### src/rtl/keypad_entry_controller.sv
// keypad_entry_controller: debounces keypad digits into a 4-digit MM:SS entry register
// and pulses load to the countdown timer on a qualified start request.
module keypad_entry_controller #(
  parameter int DEBOUNCE_CYCLES = 4,
  parameter int CNT_W = 8
) (
  input  logic       clk,
  input  logic       reset,
  input  logic       entry_enable,
  input  logic [3:0] key_digit,
  input  logic       key_validn,
  input  logic       clear_key,
  input  logic       start_key,
  output logic       enc_enablen,
  output logic [3:0] min_tens,
  output logic [3:0] min_ones,
  output logic [3:0] sec_tens,
  output logic [3:0] sec_ones,
  output logic       load,
  output logic       busy
);
  typedef enum logic [1:0] {IDLE, DEBOUNCE, SHIFT, WAIT_RELEASE} state_t;
  state_t r_state, w_next;
  logic [CNT_W-1:0] r_cnt, w_cnt;
  logic [3:0] r_cap, w_cap;
  logic [15:0] r_digits;
  logic r_load, r_start_prev;
  logic w_clear, w_key_ok, w_start;
  assign w_clear = clear_key && entry_enable;
  assign w_key_ok = entry_enable && !key_validn && key_digit == r_cap;
  // start only fires on the rising edge of start_key; a simultaneous clear suppresses it
  assign w_start = start_key && !r_start_prev && entry_enable && r_state == IDLE && |r_digits && !clear_key;
  always_comb begin
    w_next = r_state;
    w_cnt = r_cnt;
    w_cap = r_cap;
    unique case (r_state)
      IDLE: if (entry_enable && !key_validn) begin
        w_next = DEBOUNCE;
        w_cap = key_digit;
        w_cnt = CNT_W'(1);
      end
      DEBOUNCE: if (!w_key_ok) w_next = IDLE;
        else if (r_cnt == CNT_W'(DEBOUNCE_CYCLES)) w_next = SHIFT;
        else w_cnt = r_cnt + 1'b1;
      SHIFT: w_next = WAIT_RELEASE;
      WAIT_RELEASE: if (!entry_enable || key_validn) w_next = IDLE;
    endcase
  end
  always_ff @(posedge clk) begin
    if (reset) begin
      r_state <= IDLE;
      r_cnt <= '0;
      r_cap <= 4'hF;
      r_digits <= '0;
      r_load <= 1'b0;
      r_start_prev <= 1'b0;
    end else begin
      r_state <= w_next;
      r_cnt <= w_cnt;
      r_cap <= w_cap;
      r_digits <= w_clear ? '0 : (r_state == SHIFT && entry_enable) ? {r_digits[11:0], r_cap} : r_digits;
      r_load <= w_start;
      r_start_prev <= start_key;
    end
  end
  assign {min_tens, min_ones, sec_tens, sec_ones} = r_digits;
  assign load = r_load;
  assign busy = r_state != IDLE;
  assign enc_enablen = !entry_enable;
endmodule

### config.mk
export PLATFORM = sky130hd
export DESIGN_NAME = keypad_entry_controller
export DESIGN_NICKNAME = d
export VERILOG_FILES = /design/src/rtl/keypad_entry_controller.sv
export SDC_FILE = /design/constraint.sdc
export NUM_CORES = 1
export LEC_CHECK = 0
export ABC_CLOCK_PERIOD_IN_PS = 4019
export CAP_MARGIN = 20
export CORE_ASPECT_RATIO = 1.2
export CORE_MARGIN = 4
export CORE_UTILIZATION = 35
export CTS_CLUSTER_DIAMETER = 50
export DETAILED_ROUTE_END_ITERATION = 12
export PLACE_DENSITY = 0.68
export SLEW_MARGIN = 25
export SYNTH_ARGS = -nofsm -noshare
export SYNTH_HDL_FRONTEND = slang
export SYNTH_SLANG_ARGS = --single-unit
### constraint.sdc
create_clock -name clk -period 4.02 [get_ports clk]
set_clock_uncertainty 0.15 [all_clocks]
set_input_delay 0.804 -clock clk [delete_from_list [all_inputs] [get_ports clk]]
set_output_delay 0.804 -clock clk [all_outputs]
set_load 0.005 [all_outputs]
==> flow_summary.yaml <==
synthesis:
  synthMostInstantiatedCell: "nand2_1"
  synth_top_cell_by_area: "dfxtp_1"
  synth_cell_type_count: 31
  syn_nets: 193
  main_combinational_cell_family_by_area_after_synthesis: "simple AND/OR/NAND/NOR gates"
  synthMuxAreaShare: 0
  post_synth_and_or_nand_nor_area_fraction: 0.332
  yosys_register_bits: 32
  avgSynthCellArea_sq_um: 8.04
  complex_gate_fraction_of_the_synthesized_area: 0.163
  yosysWarnings: 0
  synth_ff_type: "dfxtp_1"
  synth.top_cells.by_area: "dfxtp_1 (44%), nand2_1 (12%), a21oi_1 (7.9%), nor4_1 (2.6%), xor2_1 (2.4%)"
  syn-cell-area_sq_um: 1460
  synthAdderAreaFrac: 0.0172
  synth_top_area_frac: 0.440
  synth_sequential_area_ratio: 0.440
  synthXorXnorAreaFrac: 0.0241
  syn-instance-count: 181
  ys_async_sr_fraction: 0
  synth-edff-count: 0
  synth_common_cells: "nand2_1 (46), dfxtp_1 (32), a21oi_1 (23)"
global_routing:
  antenna_found_initial: 0
  global_route.usage.total: 0.146
  grt_overflow_total: 0
  pin_count_of_the_biggest_net_entering_global_routing: 17
  grt_pass1_wl_um: 5810
  grt_pass1_vias: 1291
clock_tree:
  worstSkewPairLatency_ps: 280
  htree_num_levels: 2
  numCtsBuffers: 5
  clock_sink_count: 32
  cts_tree: "done"
  cts.path.max_buffers: 2
  cts.repair.resized: 0
  clk_root_buffer_cell: "clkbuf_8"
  ctsHoldBuffers: 0
  post_cts_buffers: 0
  clock_pin_transition_on_the_worst_setup_and_hold_timing_paths_ps: 70
sta:
  finalSetupViolCount: 0
  max_freq_mhz: 347
  slew_headroom: 0.614
  period_share: 0.716
  timing_worst_slew_pin_value_ps: 577
  finalHoldWorstSlack_ps: 329
  fin_crit_ps: 2880
  setup_tns_ps: 0
  final_max_slew_viol_count: 0
  number_of_endpoints_with_negative_hold_slack_in_the_final_report: 0
  rsz0062_at_grt: "no"
power_and_ir_drop:
  cellInternalPower_w: 0.000531
  total_leakage_power_nw: 0.661
  seq_power_share: 0.478
  swShare: 0.228
  power-per-cell-area_nw_per_um2: 362
  report.power.total_w: 0.000687
  vdd_drop_max_v: 0.000132
  switchingPower_w: 0.000156
  clockPowerShare: 0.438
  comb_power_share: 0.084
critical_path:
  worstSetupEndpointType: "output port"
  critical_path_peak_fanout: 6
  critical_path_arrival_ps: 1920
  worstReg2RegStart: "r_cnt[0]$_SDFFE_PP0P_"
  criticalPathCategory: "input pin to output port"
  worst_ep_required_time_ps: 3070
  critPathLaunchType: "input pin"
  cp-startpoint: "entry_enable"
routing:
  routed_wire_length_per_instance_um: 13.3
  drt-pass1-iter-count: 4
  finalWirelength_um: 3540
  vias: 1389
  postRouteAntennaNets: 0
  drt_drc_violations_left: 0
  detail_route.iter0.violations: 68
  via_per_inst: 5.20
placed_design:
  globalplace.congestion: 0.792
  placed_cell_area_sq_um: 1790
  io_buffer_count: 28
  hpwlAfterDp_um: 2640
die:
  core_area_sq_um: 3970
  die_width_um: 66.9
  fp.dieH_um: 78.6
  initial_core_util: 0.366
  num_rows: 25
  die_area_sq_um: 5260
  io-pin-count: 29
worst_hold_path:
  hold_start: "r_digits[14]$_SDFFE_PP0P_"
  worst_min_delay_path_category: "flip-flop to flip-flop"
run_status:
  status: "completed"
run:
  maxCapViolations: 0
layout:
  fillers: 410
  syn2layout_area_growth_pct: 30.5
  num_antenna_cells: 0
  post_route_cells_drive_above_1_share: 0.0798
  final_nets: 224
  layout.cell_area.non_filler_sq_um: 1900
[metal layers]
layer	track usage	routed length, um
met5	0	0
met4	0.0852	76
met3	0.0300	195
met2	0.249	1770
met1	0.165	1500
[cell usage in the layout (no fill, tap or decap), types with 5 or more instances in the layout]
cell type	n
nand2_1	46
dfxtp_1	32
o21ai_0	5
clkbuf_8	5
clkdlybuf4s50_1	28
a21oi_1	23
nor2_1	9
nand3_1	5
nor4_1	6
[layout make-up]
cell class | count | area [sq um] | area share
Multi-Input combinational cell | 140 | 781 | 0.411
Sequential cell | 32 | 641 | 0.337
Timing Repair Buffer | 29 | 288 | 0.152
Clock buffer | 6 | 72.6 | 0.0382
Tap cell | 54 | 67.6 | 0.0356
Clock inverter | 2 | 35.0 | 0.0184
Inverter | 4 | 15.0 | 0.00791
[registers in the layout, indices dropped and copies added (netlist names), named ones only]
| register | count |
|---|---|
| r_cnt | 8 |
| load | 1 |
| r_digits | 16 |
| r_state | 1 |
| r_cap | 4 |
| r_start_prev | 1 |
[final timing paths]
kind / end / slack (ps) / cells past startpoint
worst max-delay path: enc_enablen / 1140 / 3
worst min-delay path: r_digits[14]$_SDFFE_PP0P_ / 330 / 2
worst min register to register: r_digits[14]$_SDFFE_PP0P_ / 330 / 2
worst max register to register: r_cnt[3]$_SDFFE_PP0P_ / 1960 / 7
[stage by stage]
stage	cells	setup slack, ps	util
floorplan	181	1820	-
global placement	259	1140	0.451
detailed placement	259	1070	0.451
CTS	267	1130	0.478
global route	267	1080	0.478
finish	267	1140	0.478
[critical path, stage by stage]
cell             delay, ps
clkdlybuf4s50_1        520
inv_1                  100
clkdlybuf4s50_1        490
[cells by family after synthesis]
| kind of cell | Yosys count |
|---|---|
| and+or+nand+nor | 95 |
| adders and majority gates | 2 |
| xor gates and xnor gates | 4 |
| buffers and inverters | 9 |
| AOI/OAI and AO/OA | 39 |
| DFF | 32 |
[power by group through the flow]
stage	registers (W)	logic [W]	clock network (W)
after floorplan	0.000334	0.0000351	0
after global placement	0.000336	0.0000563	0
after detailed placement	0.000336	0.0000576	0
after CTS	0.000329	0.0000579	0.000308
after global routing	0.000330	0.0000628	0.000321
final	0.000329	0.0000575	0.000301
Power figures use the tool's default switching activity.
